**src/rtl/alu_stim_gen.sv**
```systemverilog
// Operand-vector generator for the pipelined ALU: random, corner-weighted or sweep vectors
// issued over a valid/ready handshake, a programmed number per run.
module alu_stim_gen #(
    parameter int unsigned OPERAND_WIDTH = 8,
    parameter int unsigned OPCODE_WIDTH  = 5,
    parameter int unsigned LFSR_WIDTH    = 16,
    parameter int unsigned RUN_WIDTH     = 16,
    parameter logic [LFSR_WIDTH-1:0] SEED = LFSR_WIDTH'(16'hACE1)
) (
    input  logic                     clk,
    input  logic                     reset,
    input  logic                     start,
    input  logic [1:0]               mode,
    input  logic [OPCODE_WIDTH-1:0]  op_sel,
    input  logic [RUN_WIDTH-1:0]     num_runs,
    output logic                     op_valid,
    input  logic                     op_ready,
    output logic [OPCODE_WIDTH-1:0]  operation,
    output logic [OPERAND_WIDTH-1:0] operand_a,
    output logic [OPERAND_WIDTH-1:0] operand_b,
    output logic                     carry_in,
    output logic                     busy,
    output logic                     done,
    output logic [RUN_WIDTH-1:0]     issued_count
);

    localparam logic [LFSR_WIDTH-1:0] LfsrMask = LFSR_WIDTH'(16'hB400);
    localparam logic [LFSR_WIDTH-1:0] SeedB    = SEED ^ LFSR_WIDTH'(16'h5A5A);

    typedef enum logic [1:0] {StIdle, StDrive, StDone} state_e;

    state_e                   state_q, state_d;
    logic [1:0]               mode_q, mode_d;
    logic [OPCODE_WIDTH-1:0]  operation_q, operation_d;
    logic [RUN_WIDTH-1:0]     num_runs_q, num_runs_d;
    logic [RUN_WIDTH-1:0]     issued_q, issued_d, issued_inc;
    logic [OPERAND_WIDTH-1:0] operand_a_q, operand_a_d, operand_b_q, operand_b_d;
    logic [OPERAND_WIDTH-1:0] sweep_a, sweep_b;
    logic                     carry_q, carry_d;
    logic [LFSR_WIDTH-1:0]    lfsr_a_q, lfsr_a_d, lfsr_b_q, lfsr_b_d;
    logic                     gen;
    logic [1:0]               gen_mode;

    function automatic logic [LFSR_WIDTH-1:0] lfsr_step(input logic [LFSR_WIDTH-1:0] l);
        return (l >> 1) ^ (l[0] ? LfsrMask : '0);
    endfunction

    // Mode 1 uses the two top LFSR bits to pick zero / one / all-ones / random.
    function automatic logic [OPERAND_WIDTH-1:0] pick_operand(input logic [1:0] m,
                                                              input logic [LFSR_WIDTH-1:0] l);
        logic [OPERAND_WIDTH-1:0] r;
        r = l[OPERAND_WIDTH-1:0];
        if (m == 2'd1) begin
            case (l[LFSR_WIDTH-1 -: 2])
                2'b00:   r = '0;
                2'b01:   r = OPERAND_WIDTH'(1);
                2'b10:   r = '1;
                default: r = l[OPERAND_WIDTH-1:0];
            endcase
        end
        return r;
    endfunction

    assign op_valid = (state_q == StDrive);

    always_comb begin
        state_d     = state_q;
        mode_d      = mode_q;
        operation_d = operation_q;
        num_runs_d  = num_runs_q;
        issued_d    = issued_q;
        operand_a_d = operand_a_q;
        operand_b_d = operand_b_q;
        carry_d     = carry_q;
        lfsr_a_d    = lfsr_a_q;
        lfsr_b_d    = lfsr_b_q;
        gen         = 1'b0;
        gen_mode    = mode_q;
        issued_inc  = issued_q + RUN_WIDTH'(1);
        sweep_a     = operand_a_q + OPERAND_WIDTH'(1);
        sweep_b     = (operand_a_q == '1) ? operand_b_q + OPERAND_WIDTH'(1) : operand_b_q;

        case (state_q)
            StIdle, StDone: begin
                if (start) begin
                    mode_d      = mode;
                    operation_d = op_sel;
                    num_runs_d  = num_runs;
                    issued_d    = '0;
                    if (num_runs == '0) begin
                        state_d = StDone;
                    end else begin
                        state_d  = StDrive;
                        gen      = 1'b1;
                        gen_mode = mode;
                        sweep_a  = '0;
                        sweep_b  = '0;
                    end
                end
            end
            StDrive: begin
                if (op_valid && op_ready) begin
                    issued_d = issued_inc;
                    if (issued_inc == num_runs_q) begin
                        state_d = StDone;
                    end else begin
                        gen = 1'b1;
                    end
                end
            end
            default: state_d = StIdle;
        endcase

        // LFSRs advance once per generated vector, in every mode including sweep.
        if (gen) begin
            lfsr_a_d = lfsr_step(lfsr_a_q);
            lfsr_b_d = lfsr_step(lfsr_b_q);
            if (gen_mode == 2'd2) begin
                operand_a_d = sweep_a;
                operand_b_d = sweep_b;
                carry_d     = 1'b0;
            end else begin
                operand_a_d = pick_operand(gen_mode, lfsr_a_q);
                operand_b_d = pick_operand(gen_mode, lfsr_b_q);
                carry_d     = lfsr_a_q[LFSR_WIDTH-3];
            end
        end
    end

    always_ff @(posedge clk) begin
        if (reset) begin
            state_q     <= StIdle;
            mode_q      <= 2'd0;
            operation_q <= '0;
            num_runs_q  <= '0;
            issued_q    <= '0;
            operand_a_q <= '0;
            operand_b_q <= '0;
            carry_q     <= 1'b0;
            lfsr_a_q    <= SEED;
            lfsr_b_q    <= SeedB;
        end else begin
            state_q     <= state_d;
            mode_q      <= mode_d;
            operation_q <= operation_d;
            num_runs_q  <= num_runs_d;
            issued_q    <= issued_d;
            operand_a_q <= operand_a_d;
            operand_b_q <= operand_b_d;
            carry_q     <= carry_d;
            lfsr_a_q    <= lfsr_a_d;
            lfsr_b_q    <= lfsr_b_d;
        end
    end

    assign operation    = operation_q;
    assign operand_a    = operand_a_q;
    assign operand_b    = operand_b_q;
    assign carry_in     = carry_q;
    assign busy         = (state_q == StDrive);
    assign done         = (state_q == StDone);
    assign issued_count = issued_q;

endmodule

```
**config.mk**
```make
export PLATFORM = sky130hd
export DESIGN_NAME = alu_stim_gen
export DESIGN_NICKNAME = d
export VERILOG_FILES = /design/src/rtl/alu_stim_gen.sv
export SDC_FILE = /design/constraint.sdc
export NUM_CORES = 1
export LEC_CHECK = 0
export CELL_PAD_IN_SITES_DETAIL_PLACEMENT = 1
export CELL_PAD_IN_SITES_GLOBAL_PLACEMENT = 2
export CORE_UTILIZATION = 40
export DETAILED_ROUTE_END_ITERATION = 16
export DONT_BUFFER_PORTS = 1
export PLACE_DENSITY = 0.95
export SLEW_MARGIN = 25
export SYNTH_ARGS = -nofsm -noshare
export SYNTH_HDL_FRONTEND = slang
export SYNTH_SLANG_ARGS = --single-unit
export TNS_END_PERCENT = 5
```
**constraint.sdc**
```tcl
create_clock -name clk -period 4.8 [get_ports clk]
set_input_delay 1.44 -clock clk [delete_from_list [all_inputs] [get_ports clk]]
set_output_delay 1.44 -clock clk [all_outputs]
set_load 0.01 [all_outputs]
```
; ---- Yosys cells after proc, flatten, opt, wreduce, memory -nomap -nowiden
; Cells that the tools add are included.
[op_classes]
eq_ne = 13
muxes = 32
n_bitwise = 2
reduce_logical = 10
add_sub_neg = 3
[ops]
columns = operator, n
row1 = $mux 8, 11
row2 = $mux 16, 4
row3 = $pmux 8 s3, 2
row4 = $pmux 16 s2, 1
row5 = $xor 15x16->16, 2
row6 = $add 16x1->16 const B, 1
row7 = $add 8x1->8 const B, 2
row8 = $eq 16x16->1, 1
row9 = $logic_not 16->1, 1
row10 = $mux 2, 7
row11 = $eq 2x1->1 const B, 4
row12 = $eq 2x2->1 const B, 4
row13 = $eq 8x8->1 const B, 1
row14 = $logic_not 2->1, 3
row15 = $reduce_and 3->1, 2
row16 = $mux 1, 5
row17 = $ne 2x1->1 const B, 2
row18 = $pmux 2 s2, 1
row19 = $ne 2x2->1 const B, 1
row20 = $pmux 1 s2, 1
row21 = $reduce_and 2->1, 1
row22 = $reduce_bool 2->1, 1
row23 = $reduce_or 2->1, 1
row24 = $logic_and 1x1->1, 1
[word_totals]
input_bits = 27
elab_cells = 70
ff_bits = 90
out_inout_bits = 41

; ---- Longest topological paths before layout
; Gate-level depths: netlist (run 1).
[logic_depth]
word_depth = 7
mapped_depth = 10
ltp_nobuf = 8

; ---- Least setup slack after synthesis (run 1)
; No wires, ideal clock.
[synth_path]
path_kind = input port to flip-flop
startpoint = in start
endpoint = reg operand_b_q[1] (netlist: operand_b[1])
setup_time_ps = 60
path_buffers = 2
stages = 8
t_required_ps = 4740
slack_ps = 1373
t_arrival_ps = 3368
cell_sequence = nand2b_1 -> clkbuf_1 -> a41oi_1 -> buf_2 -> mux2_2 -> nor3_1 -> a221o_1 -> o311a_1
[synth_via]
elab_chain_len = 5
word_cells_on_any_way = 10
cone_classes = 2 x eq/ne / 8 x mux
[synth_lines]
columns = element, line
row1 = from (decl), 12  ; input logic start,
row2 = $mux 2, 85  ; if (start) begin
row3 = $mux 2, 83  ; case (state_q)
row4 = $eq 2x1->1, 53  ; if (m == 2'd1) begin
row5 = $mux 8, 53
row6 = $mux 8, 118  ; if (gen_mode == 2'd2) begin
row7 = to (signal assigned), 149  ; operand_b_q <= operand_b_d;
row8 = to (decl), 37  ; logic [OPERAND_WIDTH-1:0] operand_a_q, operand_a_d, operand_b_q, operand_b_d;
; Several ways; a longest one is shown, not always the timed one.
; A chain may end at the register's enable or synchronous reset.

; ---- Worst setup path after layout (run 1)
[layout_path]
startpoint = in num_runs[15]
endpoint = reg operand_a_q[7] (netlist: operand_a[7])
[layout_via]
elab_chain_len = 7
word_cells_on_any_way = 14
cone_classes = 2 x eq/ne / 11 x mux / 1 x reduce/logical
[layout_lines]
columns = element, line
row1 = from (decl), 15  ; input logic [RUN_WIDTH-1:0] num_runs,
row2 = $logic_not 16->1 *, 90  ; if (num_runs == '0) begin
row3 = $mux 2, 90
row4 = $mux 2, 85
row5 = $mux 2, 83
row6 = $eq 2x1->1, 53
row7 = $mux 8, 53
row8 = $mux 8, 118
row9 = to (signal assigned), 148  ; operand_a_q <= operand_a_d;
row10 = to (decl), 37
; Mark *: on every way between the ends. The rest lies on a longest branch, timed or not.

==> results of run 1 <==
kinds of logic (layout without fill, tap and decap cells):
logic type      Yosys count  in the layout  share of synthesized area [%]
buf+inv                  52             28                           5.22
xor+xnor                 29             29                           5.33
compound gates          154            154                           21.8
fa+ha+maj                 7              7                           1.84
mux                      21             21                           4.51
flops                    90             90                           37.8
simple gates            233            233                           23.6
report_power, final:
part | total (mW) | switching, mW | internal [mW]
Combinational | 0.243 | 0.146 | 0.0970
Clock | 0.651 | 0.304 | 0.347
Sequential | 0.872 | 0.0703 | 0.802
Total | 1.77 | 0.520 | 1.25
routing by layer:
metal	vias up	track usage [%]
met2	94	35.6
li1	2051	-
met1	2117	31.9
met5	-	0
met4	0	7.75
met3	15	5.96
worst max path at each step:
stage	startpoint	to	slack, ns	cells past startpoint
after global routing	num_runs[15]	operand_a[7]$_SDFFE_PP0P_	0.66	7
final	num_runs[15]	operand_a[7]$_SDFFE_PP0P_	0.90	7
after detailed placement	num_runs[15]	operand_a[5]$_SDFFE_PP0P_	0.53	6
after floorplan	start	operand_b[1]$_SDFFE_PP0P_	1.37	8
after global placement	num_runs[15]	operand_a[1]$_SDFFE_PP0P_	0.64	7
after CTS	num_runs[15]	operand_a[5]$_SDFFE_PP0P_	0.89	6
registers in the layout (all words and copies together) (netlist names), 5 cells and up:
register,cells
lfsr_a_q,16
operand_b,8
lfsr_b_q,16
issued_count,16
operand_a,8
operation,5
num_runs_q,16
layout by cell type (no fill, tap or decap), drive strengths merged, types with 5 or more instances in the layout:
master / count
a221oi: 7
xnor2: 10
nor2b: 7
clkinv: 6
mux2i: 17
o21ai: 29
xor2: 19
a21oi: 58
nand4: 7
clkbuf: 10
nor2: 56
nor3: 25
nand2b: 8
inv: 5
ha: 7
nor4: 9
buf: 7
o31ai: 11
nand3: 22
o211ai: 10
and3: 7
nand2: 77
dfxtp: 90
final cells by class:
type                       instances  area share (%)
multi-input combinational        444            54.1
sequential                        90            35.7
clock buffer                      10            4.54
tap                              143            3.55
timing repair buffer               7            1.04
clock inverter                     5           0.645
inverter                           6           0.446
metrics by stage:
stage,utilization (%),hold slack [ns],setup slack (ns)
6_report,43.8,0.468,0.903
4_1_cts,43.8,0.467,0.887
3_5_place_dp,41.5,0.459,0.531
3_3_place_gp,41.5,0.444,0.640
5_1_grt,43.8,0.489,0.660
2_1_floorplan,-,0.440,1.37
critical path, stage by stage:
cell,delay (ns)
nor4_1,0.58
a41oi_2,0.54
mux2_2,0.47
nor3_1,0.65
a221o_1,0.27
a21oi_1,0.04
nor3_1,0.17
==> key figures, run 1 <==
STA
  • Slew @ Worst Pin: 0.937 ns
  • Hold Vio Cnt, Final: 0
  • Setup TNS: 0 ns
  • Min Tclk post-route: 3.90 ns
  • Final slew viol count: 0
  • Relative slew slack: a little under two fifths
  • Fmax: 0.257 GHz
  • Clock skew: between 0.007 and 0.008 ns
  • RSZ-0062 raised after global routing: false
  • Fin crit share: slightly above 80%
  • Final Setup Violations: 0

Worst setup path
  • CP Capture Type: register
  • Critical path startpoint category: primary input
  • Worst path required time: 5.07 ns
  • Reg-to-reg endpoint: operand_a[7]$_SDFFE_PP0P_
  • Worst reg-to-reg path cell count: 9
  • Worst reg-to-reg setup slack: ~1.2 ns
  • CP arrival: 4.17 ns
  • Reg2reg start: issued_count[0]$_SDFFE_PP0P_
  • Max FO, Critical Path: 13
  • Setup CP Type: primary input to register

Global route
  • Largest net degree at the start of global routing: 83
  • Total track usage: a little under a quarter
  • Antenna violations before repair: 0
  • First-pass GRT wire length: 22800 um
  • Grt ovf: 0
  • Vias in the first global route: 4295

Final layout
  • Final Instance Area: a little over 5000 um^2
  • Nets: between 500 and 600
  • Number of fillers in the final layout: approximately 1400
  • Total area of multi-input combinational cells: 2730 um^2
  • Final Non-Filler Cells: 705
  • Share of cells above drive strength 1: under 10%
  • Area growth syn-to-layout: 5.80%
  • Seq. cell area: roughly 1800 um^2
  • Antenna Cells: 0

Clocking
  • Inserted Clock Buffers: 9
  • Clock Sinks: 90
  • Max H-tree Level: 3
  • Post-CTS sizing: 0
  • Post-CTS setup buffers: 0
  • CTS tree: done
  • Skew-Pair Late Insertion Delay: around 0.35 ns
  • Hold_buf cts: 0
  • Clk slew on worst S/H paths: about 0.070 ns
  • Clock tree buffer depth: 2
  • Clk root buf: clkbuf_16

Logic synthesis
  • Post-synthesis sequential element count: 90
  • Post-synth top area share: between 30% and 40%
  • Synth unique cells: 62
  • Area contributors post-synth: dfxtp_1, a21oi_1, nand2_1, nor2_1, mux2i_1
  • Synthesized area: 4770 um^2
  • Avg Cell Area, Syn: ~8.1 um^2
  • Synth Warn #: 0
  • Number of enable flip-flop cells after synthesis: 0
  • Asr flop ratio synth: 0%
  • Top cells by count, synth: dfxtp_1, nand2_1, a21oi_1
  • Synth Instances: 586
  • Post-synth top flop: dfxtp_1
  • Sequential fraction of the synthesis area: between 30 and 40%
  • Mapped Nets: a little over 600
  • Synth area leader: dfxtp_1
  • Top-count cell post-synth: dfxtp_1

Drt
  • DRC viols: 14
  • Routed via count: between 4000 and 5000
  • Met2 WL: 6400 um
  • Post-DR vias/cell: 6.07
  • ANT nets after route: 0
  • Number of detailed-route iterations in the first pass: 11
  • Final WL: around 14000 um
  • Met1 WL: ~6600 um
  • Avg WL per Cell: between 15 and 20 um
  • DR WL met3: just under 800 um
  • Detailed Route Iter0 Violations: between 300 and 400
  • Max layer used: met4

Power
  • Max IR drop VDD: ~0.18 mV
  • Leakage: 1.86 nW
  • Power Density: approximately 350 nW/um^2
  • Overall power: ~1.8 mW

Worst hold path
  • Hold wc startpoint: lfsr_b_q[9]$_SDFFE_PP1P_
  • Min-Delay Endpoint: lfsr_b_q[8]$_SDFFE_PP0P_
  • Hold Path Stages: 2
  • Hold crit path type: register to register

Floorplan
  • Die X: approximately 110 um
  • Die height: roughly 110 um
  • Std cell rows: 39
  • Initial Utilization: between 40 and 50%
  • IO Count: just under 70
  • Die area: approximately 12000 um^2
  • Core Region: 11500 um^2

Place
  • Placed inst area: roughly 4800 um^2
  • Cells after DPL: 690
  • # port buffers: 0
  • Detailed placement HPWL: roughly 9700 um
  • Final GP Congestion: 0.819

Run status
  • Failing checks: DRC
  • Status: finished, violations left

Run
  • Max-cap violations: 0
Note: power is estimated with default switching activity, not from simulation.
==> run 2: changes to the inputs <==
- CORE_UTILIZATION: 40 -> 38
- PLACE_DENSITY: 0.95 -> 0.92
- clock period: 4.8 -> 4 ns (I/O delays scaled with it)
==> key figures, run 2 (synthesized netlist as in run 1, its figures left out) <==
Run status
  • Status: completed (was finished, violations left)

Worst setup path
  • CP arrival: 3.80 ns (was 4.17 ns)
  • Critical path startpoint category: primary input (unchanged)
  • Worst path required time: 4.26 ns (was 5.07 ns)
  • Max incr delay on CP: 0.76 ns (was 0.65 ns)
  • Worst reg-to-reg setup slack: 0.62 ns (was 1.24 ns)
  • Worst reg-to-reg path cell count: 8 (was 9)
  • CP cell instances: nor4_1, a41oi_2, mux2_2, nor3_1, a221oi_1, o32ai_1 (was nor4_1, a41oi_2, mux2_2, nor3_1, a221o_1, a21oi_1, nor3_1)
  • Slowest stage cell on the critical path: nor3_1 (unchanged)
  • CP Capture Type: register (unchanged)
  • Max FO, Critical Path: 7 (was 13)
  • Setup CP Type: primary input to register (unchanged)

Drt
  • Final WL: 13700 um (was 14000 um)
  • Routed via count: 4201 (was 4277)
  • ANT nets after route: 0 (unchanged)
  • Post-DR vias/cell: 5.74 (was 6.07)
  • DRC viols: 0 (was 14)
  • Detailed Route Iter0 Violations: 248 (was 306)
  • Number of detailed-route iterations in the first pass: 4 (was 11)
  • Avg WL per Cell: 18.8 um (was 19.8 um)

Run
  • Max-cap violations: 0 (unchanged)

Final layout
  • Share of cells above drive strength 1: 7.27% (was 6.76%)
  • Commonest cells after routing, fill and taps aside: dfxtp_1, nand2_1, a21oi_1 (unchanged)
  • Most common cell after layout, fill and taps aside: dfxtp_1 (unchanged)
  • Post-layout util: 42.7% (was 43.8%)
  • Final Non-Filler Cells: 732 (was 705)
  • Final Instance Area: 5170 um^2 (was 5040 um^2)
  • Number of fillers in the final layout: 1481 (was 1417)
  • Nets: 593 (was 592)
  • Area growth syn-to-layout: 8.53% (was 5.80%)
  • Antenna Cells: 0 (unchanged)
  • Total area of multi-input combinational cells: 2730 um^2 (unchanged)
  • Seq. cell area: 1800 um^2 (unchanged)

Clocking
  • Clk root buf: clkbuf_16 (unchanged)
  • Post-CTS sizing: 0 (unchanged)
  • Clk slew on worst S/H paths: 0.06 ns (was 0.07 ns)
  • Post-CTS setup buffers: 0 (unchanged)
  • Max H-tree Level: 3 (unchanged)
  • Clock Sinks: 90 (unchanged)
  • Clock tree buffer depth: 2 (unchanged)
  • Hold_buf cts: 0 (unchanged)
  • CTS tree: done (unchanged)
  • Skew-Pair Late Insertion Delay: 0.35 ns (about the same)
  • Inserted Clock Buffers: 9 (unchanged)

Global route
  • Vias in the first global route: 4198 (was 4295)
  • Grt ovf: 0 (unchanged)
  • First-pass GRT wire length: 22300 um (was 22800 um)
  • Total track usage: 21.9% (was 23.3%)
  • Largest net degree at the start of global routing: 83 (unchanged)
  • Antenna violations before repair: 0 (unchanged)

Place
  • # port buffers: 0 (unchanged)
  • Dpl ws: 0.101 ns (was 0.531 ns)
  • Final GP Congestion: 0.756 (was 0.819)
  • Detailed placement HPWL: 9320 um (was 9650 um)
  • Cells after DPL: 716 (was 690)
  • Placed inst area: 4820 um^2 (was 4780 um^2)

STA
  • RSZ-0062 raised after global routing: false (unchanged)
  • Setup ws final: 0.453 ns (was 0.903 ns)
  • Hold Vio Cnt, Final: 0 (unchanged)
  • Clock skew: 0.00668 ns (was 0.00718 ns)
  • Fmax: between 0.2 and 0.3 GHz
  • Slew @ Worst Pin: 1.03 ns (was 0.937 ns)
  • Hold slack: 0.465 ns (was 0.468 ns)
  • Min Tclk post-route: approximately 3.5 ns
  • Relative slew slack: 31.0% (was 37.4%)
  • Setup TNS: 0 ns (unchanged)
  • Final Setup Violations: 0 (unchanged)
  • Fin crit share: roughly nine tenths
  • Final slew viol count: 0 (unchanged)

Floorplan
  • Die area: 13000 um^2 (was 12400 um^2)
  • Die height: 114 um (was 111 um)
  • Die X: 114 um (was 111 um)
  • Std cell rows: 40 (was 39)
  • Initial Utilization: 39.4% (was 41.4%)
  • Core Region: 12100 um^2 (was 11500 um^2)
  • IO Count: 68 (unchanged)

Power
  • Max IR drop VDD: 0.173 mV (was 0.180 mV)
  • Overall power: 2.34 mW (was 1.77 mW)
  • Power Density: 452 nW/um^2 (was 350 nW/um^2)
  • Leakage: 1.90 nW (was 1.86 nW)

Worst hold path
  • Hold crit path type: register to register (unchanged)
  • Hold Path Stages: 2 (unchanged)
==> run 2: cell types whose count changed in the layout (fill, tap and decap cells not counted) <==
cell | previous run | this run
buf_4 | 7 | 8
bufinv_16 | 0 | 3
clkbuf_1 | 1 | 0
clkbuf_8 | 0 | 1
clkinv_2 | 3 | 0
clkinv_4 | 2 | 1
clkinvlp_4 | 0 | 2
==> run 2: final timing paths <==
path / end / startpoint
worst max-delay path: operand_a[4]$_SDFFE_PP0P_ / num_runs[10]
worst min-delay path: lfsr_b_q[8]$_SDFFE_PP0P_ / lfsr_b_q[8]$_SDFFE_PP0P_
worst max register to register: lfsr_a_q[7]$_SDFFE_PP1P_ / issued_count[1]$_SDFFE_PP0P_
worst min register to register: lfsr_b_q[8]$_SDFFE_PP0P_ / lfsr_b_q[8]$_SDFFE_PP0P_
==> run 2: layout make-up <==
cell class | instances | share of cell area, %
clock inverter | 6 | 2.20
tap | 168 | 4.06
inverter | 6 | 0.435
sequential | 90 | 34.8
clock buffer | 10 | 4.62
timing repair buffer | 8 | 1.16
multi-input combinational | 444 | 52.7
==> run 2: worst max-delay path, delay by kind of cell <==
family	cells	cell delay, ns
AOI/OAI and AO/OA	3	0.84
muxes	1	0.39
and+or+nand+nor	2	1.36
==> run 2: layer usage <==
| metal | vias to the layer above | global-route usage [%] | share of wire [%] |
|---|---|---|---|
| met4 | 0 | 6.41 | 0.99 |
| met5 | - | 0 | 0 |
| met2 | 91 | 34.5 | 46 |
| met3 | 9 | 4.46 | 5.7 |
| li1 | 2055 | - | - |
| met1 | 2046 | 30.2 | 47 |
==> run 2: power by group <==
part	internal, mW	switching (mW)	leakage, nW
clock	0.629	0.375	0.165
sequential	0.962	0.0820	0.739
combinational	0.118	0.175	0.996
total	1.71	0.632	1.90
==> run 3: changes to the inputs <==
- CORE_MARGIN: not set -> 2
==> key figures, run 3 (synthesized netlist as in run 1, its figures left out) <==
Run status
  • Status: completed (unchanged)

Power
  • Logic pwr share: 13.3% (was 12.5%)
  • Int Pwr: 1.57 mW (was 1.71 mW)
  • Switching portion of total power: 29.3% (was 27.0%)
  • Clock network power share: 39.7% (was 42.9%)
  • Sequential cell fraction of total power: 47.0% (was 44.6%)
  • Power Density: 434 nW/um^2 (was 452 nW/um^2)
  • Leakage: 1.87 nW (was 1.90 nW)
  • Max IR drop VDD: 0.177 mV (was 0.173 mV)
  • Net Switching: 650 uW (was 632 uW)

Drt
  • Routed via count: 4294 (was 4201)
  • DRC viols: 0 (unchanged)
  • Met2 WL: 6490 um (was 6310 um)
  • Detailed Route Iter0 Violations: 210 (was 248)
  • ANT nets after route: 0 (unchanged)
  • DR WL met3: 741 um (was 780 um)
  • Number of detailed-route iterations in the first pass: 4 (unchanged)
  • Met1 WL: 6640 um (was 6510 um)
  • Avg WL per Cell: 19.3 um (was 18.8 um)
  • Max layer used: met4 (unchanged)
  • Post-DR vias/cell: 5.87 (was 5.74)
  • Final WL: 14100 um (was 13700 um)

Clocking
  • Clock tree buffer depth: 2 (unchanged)
  • Inserted Clock Buffers: 9 (unchanged)
  • Post-CTS sizing: 0 (unchanged)
  • Clk root buf: clkbuf_16 (unchanged)
  • Hold_buf cts: 0 (unchanged)
  • Clk slew on worst S/H paths: 0.07 ns (was 0.06 ns)
  • CTS tree: done (unchanged)
  • Clock Sinks: 90 (unchanged)
  • Max H-tree Level: 3 (unchanged)
  • Post-CTS setup buffers: 0 (unchanged)
  • Skew-Pair Late Insertion Delay: 0.35 ns (about the same)

STA
  • Fmax: 0.281 GHz (was 0.282 GHz)
  • Final slew viol count: 0 (unchanged)
  • Slew @ Worst Pin: 0.998 ns (was 1.03 ns)
  • Fin crit share: 88.8% (was 88.7%)
  • Setup TNS: 0 ns (unchanged)
  • Relative slew slack: 32.9% (was 31.0%)
  • Clock skew: 0.00955 ns (was 0.00668 ns)
  • RSZ-0062 raised after global routing: false (unchanged)
  • Final Setup Violations: 0 (unchanged)
  • Hold Vio Cnt, Final: 0 (unchanged)
  • Min Tclk post-route: 3.55 ns (about the same)

Global route
  • Grt ovf: 0 (unchanged)
  • Total track usage: 22.1% (was 21.9%)
  • Vias in the first global route: 4405 (was 4198)
  • Antenna violations before repair: 0 (unchanged)
  • First-pass GRT wire length: 23200 um (was 22300 um)
  • Largest net degree at the start of global routing: 83 (unchanged)

Final layout
  • Number of fillers in the final layout: 1490 (was 1481)
  • Commonest cells after routing, fill and taps aside: dfxtp_1, nand2_1, a21oi_1 (unchanged)
  • Area growth syn-to-layout: 7.29% (was 8.53%)
  • Share of cells above drive strength 1: 7.10% (was 7.27%)
  • Nets: 592 (was 593)
  • Final Instance Area: 5120 um^2 (was 5170 um^2)
  • Antenna Cells: 0 (unchanged)
  • Total area of multi-input combinational cells: 2730 um^2 (unchanged)
  • Seq. cell area: 1800 um^2 (unchanged)
  • Most common cell after layout, fill and taps aside: dfxtp_1 (unchanged)

Worst setup path
  • Slowest stage cell on the critical path: or2_0 (was nor3_1)
  • Family with the most delay on the worst path: compound AO/OA/AOI/OAI gates (was simple AND/OR/NAND/NOR gates)
  • Worst reg-to-reg path cell count: 8 (unchanged)
  • Worst path required time: 4.26 ns (about the same)
  • Crit path to: operand_b[7]$_SDFFE_PP0P_ (was operand_a[4]$_SDFFE_PP0P_)
  • WP buf/inv: 1 (was 0)
  • Critical path startpoint category: primary input (unchanged)
  • Max FO, Critical Path: 27 (was 7)
  • CP arrival: 3.82 ns (was 3.80 ns)
  • Worst reg-to-reg setup slack: 0.57 ns (was 0.62 ns)
  • CP cell instances: nor4_1, a41oi_2, buf_4, or2_0, o41ai_1, a21oi_1, o31ai_1 (was nor4_1, a41oi_2, mux2_2, nor3_1, a221oi_1, o32ai_1)
  • Reg2reg start: issued_count[1]$_SDFFE_PP0P_ (unchanged)
  • Max incr delay on CP: 0.53 ns (was 0.76 ns)
  • CP startpoint: num_runs[10] (unchanged)
  • Worst path depth: 7 (was 6)
  • CP Capture Type: register (unchanged)
  • Setup CP Type: primary input to register (unchanged)
  • Reg-to-reg endpoint: lfsr_a_q[3]$_SDFFE_PP0P_ (was lfsr_a_q[7]$_SDFFE_PP1P_)

Floorplan
  • Core Region: 12100 um^2 (unchanged)
  • Die area: 13500 um^2 (was 13000 um^2)
  • Die height: 116 um (was 114 um)
  • Die X: 116 um (was 114 um)
  • IO Count: 68 (unchanged)
  • Initial Utilization: 39.4% (unchanged)
  • Std cell rows: 40 (unchanged)

Run
  • Max-cap violations: 0 (unchanged)

Place
  • Detailed placement HPWL: 9610 um (was 9320 um)
  • Final GP Congestion: 0.815 (was 0.756)
  • Placed inst area: 4810 um^2 (was 4820 um^2)
  • # port buffers: 0 (unchanged)

Worst hold path
  • Hold crit path type: register to register (unchanged)
## run 3: cell count changes in the layout (fill, tap and decap cells not counted)
| cell | before | now |
|---|---|---|
| clkinv_2 | 0 | 1 |
| bufinv_16 | 3 | 1 |
| buf_4 | 8 | 7 |
| clkinv_4 | 1 | 0 |
| inv_6 | 0 | 3 |
| clkbuf_8 | 1 | 0 |
## run 3: tightest hold or removal path: cells and delay by family (launching register included)
kind | cells | cell delay, ns
AO/OA/AOI/OAI | 1 | 0.05
AND/OR/NAND/NOR | 1 | 0.06
flip-flops | 1 | 0.31
## run 3: through the flow
stage	setup WS, ns	utilization [%]	total power, mW	hold WS [ns]	instances
5_1_grt	0.247	42.2	2.31	0.494	731
2_1_floorplan	0.813	-	1.29	0.440	586
3_5_place_dp	0.145	39.8	1.36	0.454	715
3_3_place_gp	0.260	39.8	1.34	0.442	715
6_report	0.447	42.2	2.22	0.466	731
4_1_cts	0.494	42.2	2.23	0.465	731
## run 3: final cells by class
cell class / count / area share [%]
Timing Repair Buffer: 7 / 1.03
Sequential cell: 90 / 35.2
Inverter: 6 / 0.440
Clock inverter: 7 / 1.49
Multi-Input combinational cell: 444 / 53.3
Tap cell: 168 / 4.11
Clock buffer: 9 / 4.40
## run 3: layer usage
metal | track usage (%) | up-vias
met3 | 4.08 | 19
met1 | 30.1 | 2122
met4 | 8.41 | 0
met5 | 0 | -
met2 | 35.0 | 96
li1 | - | 2057
## run 3: worst min path at each step
stage | from | endpoint | slack, ns | cells after the start
after floorplan | lfsr_b_q[8]$_SDFFE_PP0P_ | lfsr_b_q[8]$_SDFFE_PP0P_ | 0.44 | 2
after global placement | lfsr_b_q[8]$_SDFFE_PP0P_ | lfsr_b_q[8]$_SDFFE_PP0P_ | 0.44 | 2
after detailed placement | lfsr_b_q[8]$_SDFFE_PP0P_ | lfsr_b_q[8]$_SDFFE_PP0P_ | 0.45 | 2
after CTS | lfsr_b_q[8]$_SDFFE_PP0P_ | lfsr_b_q[8]$_SDFFE_PP0P_ | 0.46 | 2
after global routing | lfsr_b_q[8]$_SDFFE_PP0P_ | lfsr_b_q[8]$_SDFFE_PP0P_ | 0.49 | 2
final | lfsr_b_q[8]$_SDFFE_PP0P_ | lfsr_b_q[8]$_SDFFE_PP0P_ | 0.47 | 2
## run 3: power by group through the flow
| stage | Sequential (mW) | Combinational, mW | Clock [mW] |
|---|---|---|---|
| floorplan | 1.04 | 0.255 | 0 |
| global placement | 1.06 | 0.278 | 0 |
| detailed placement | 1.06 | 0.293 | 0 |
| CTS | 1.04 | 0.296 | 0.894 |
| global route | 1.05 | 0.332 | 0.924 |
| finish | 1.04 | 0.295 | 0.882 |
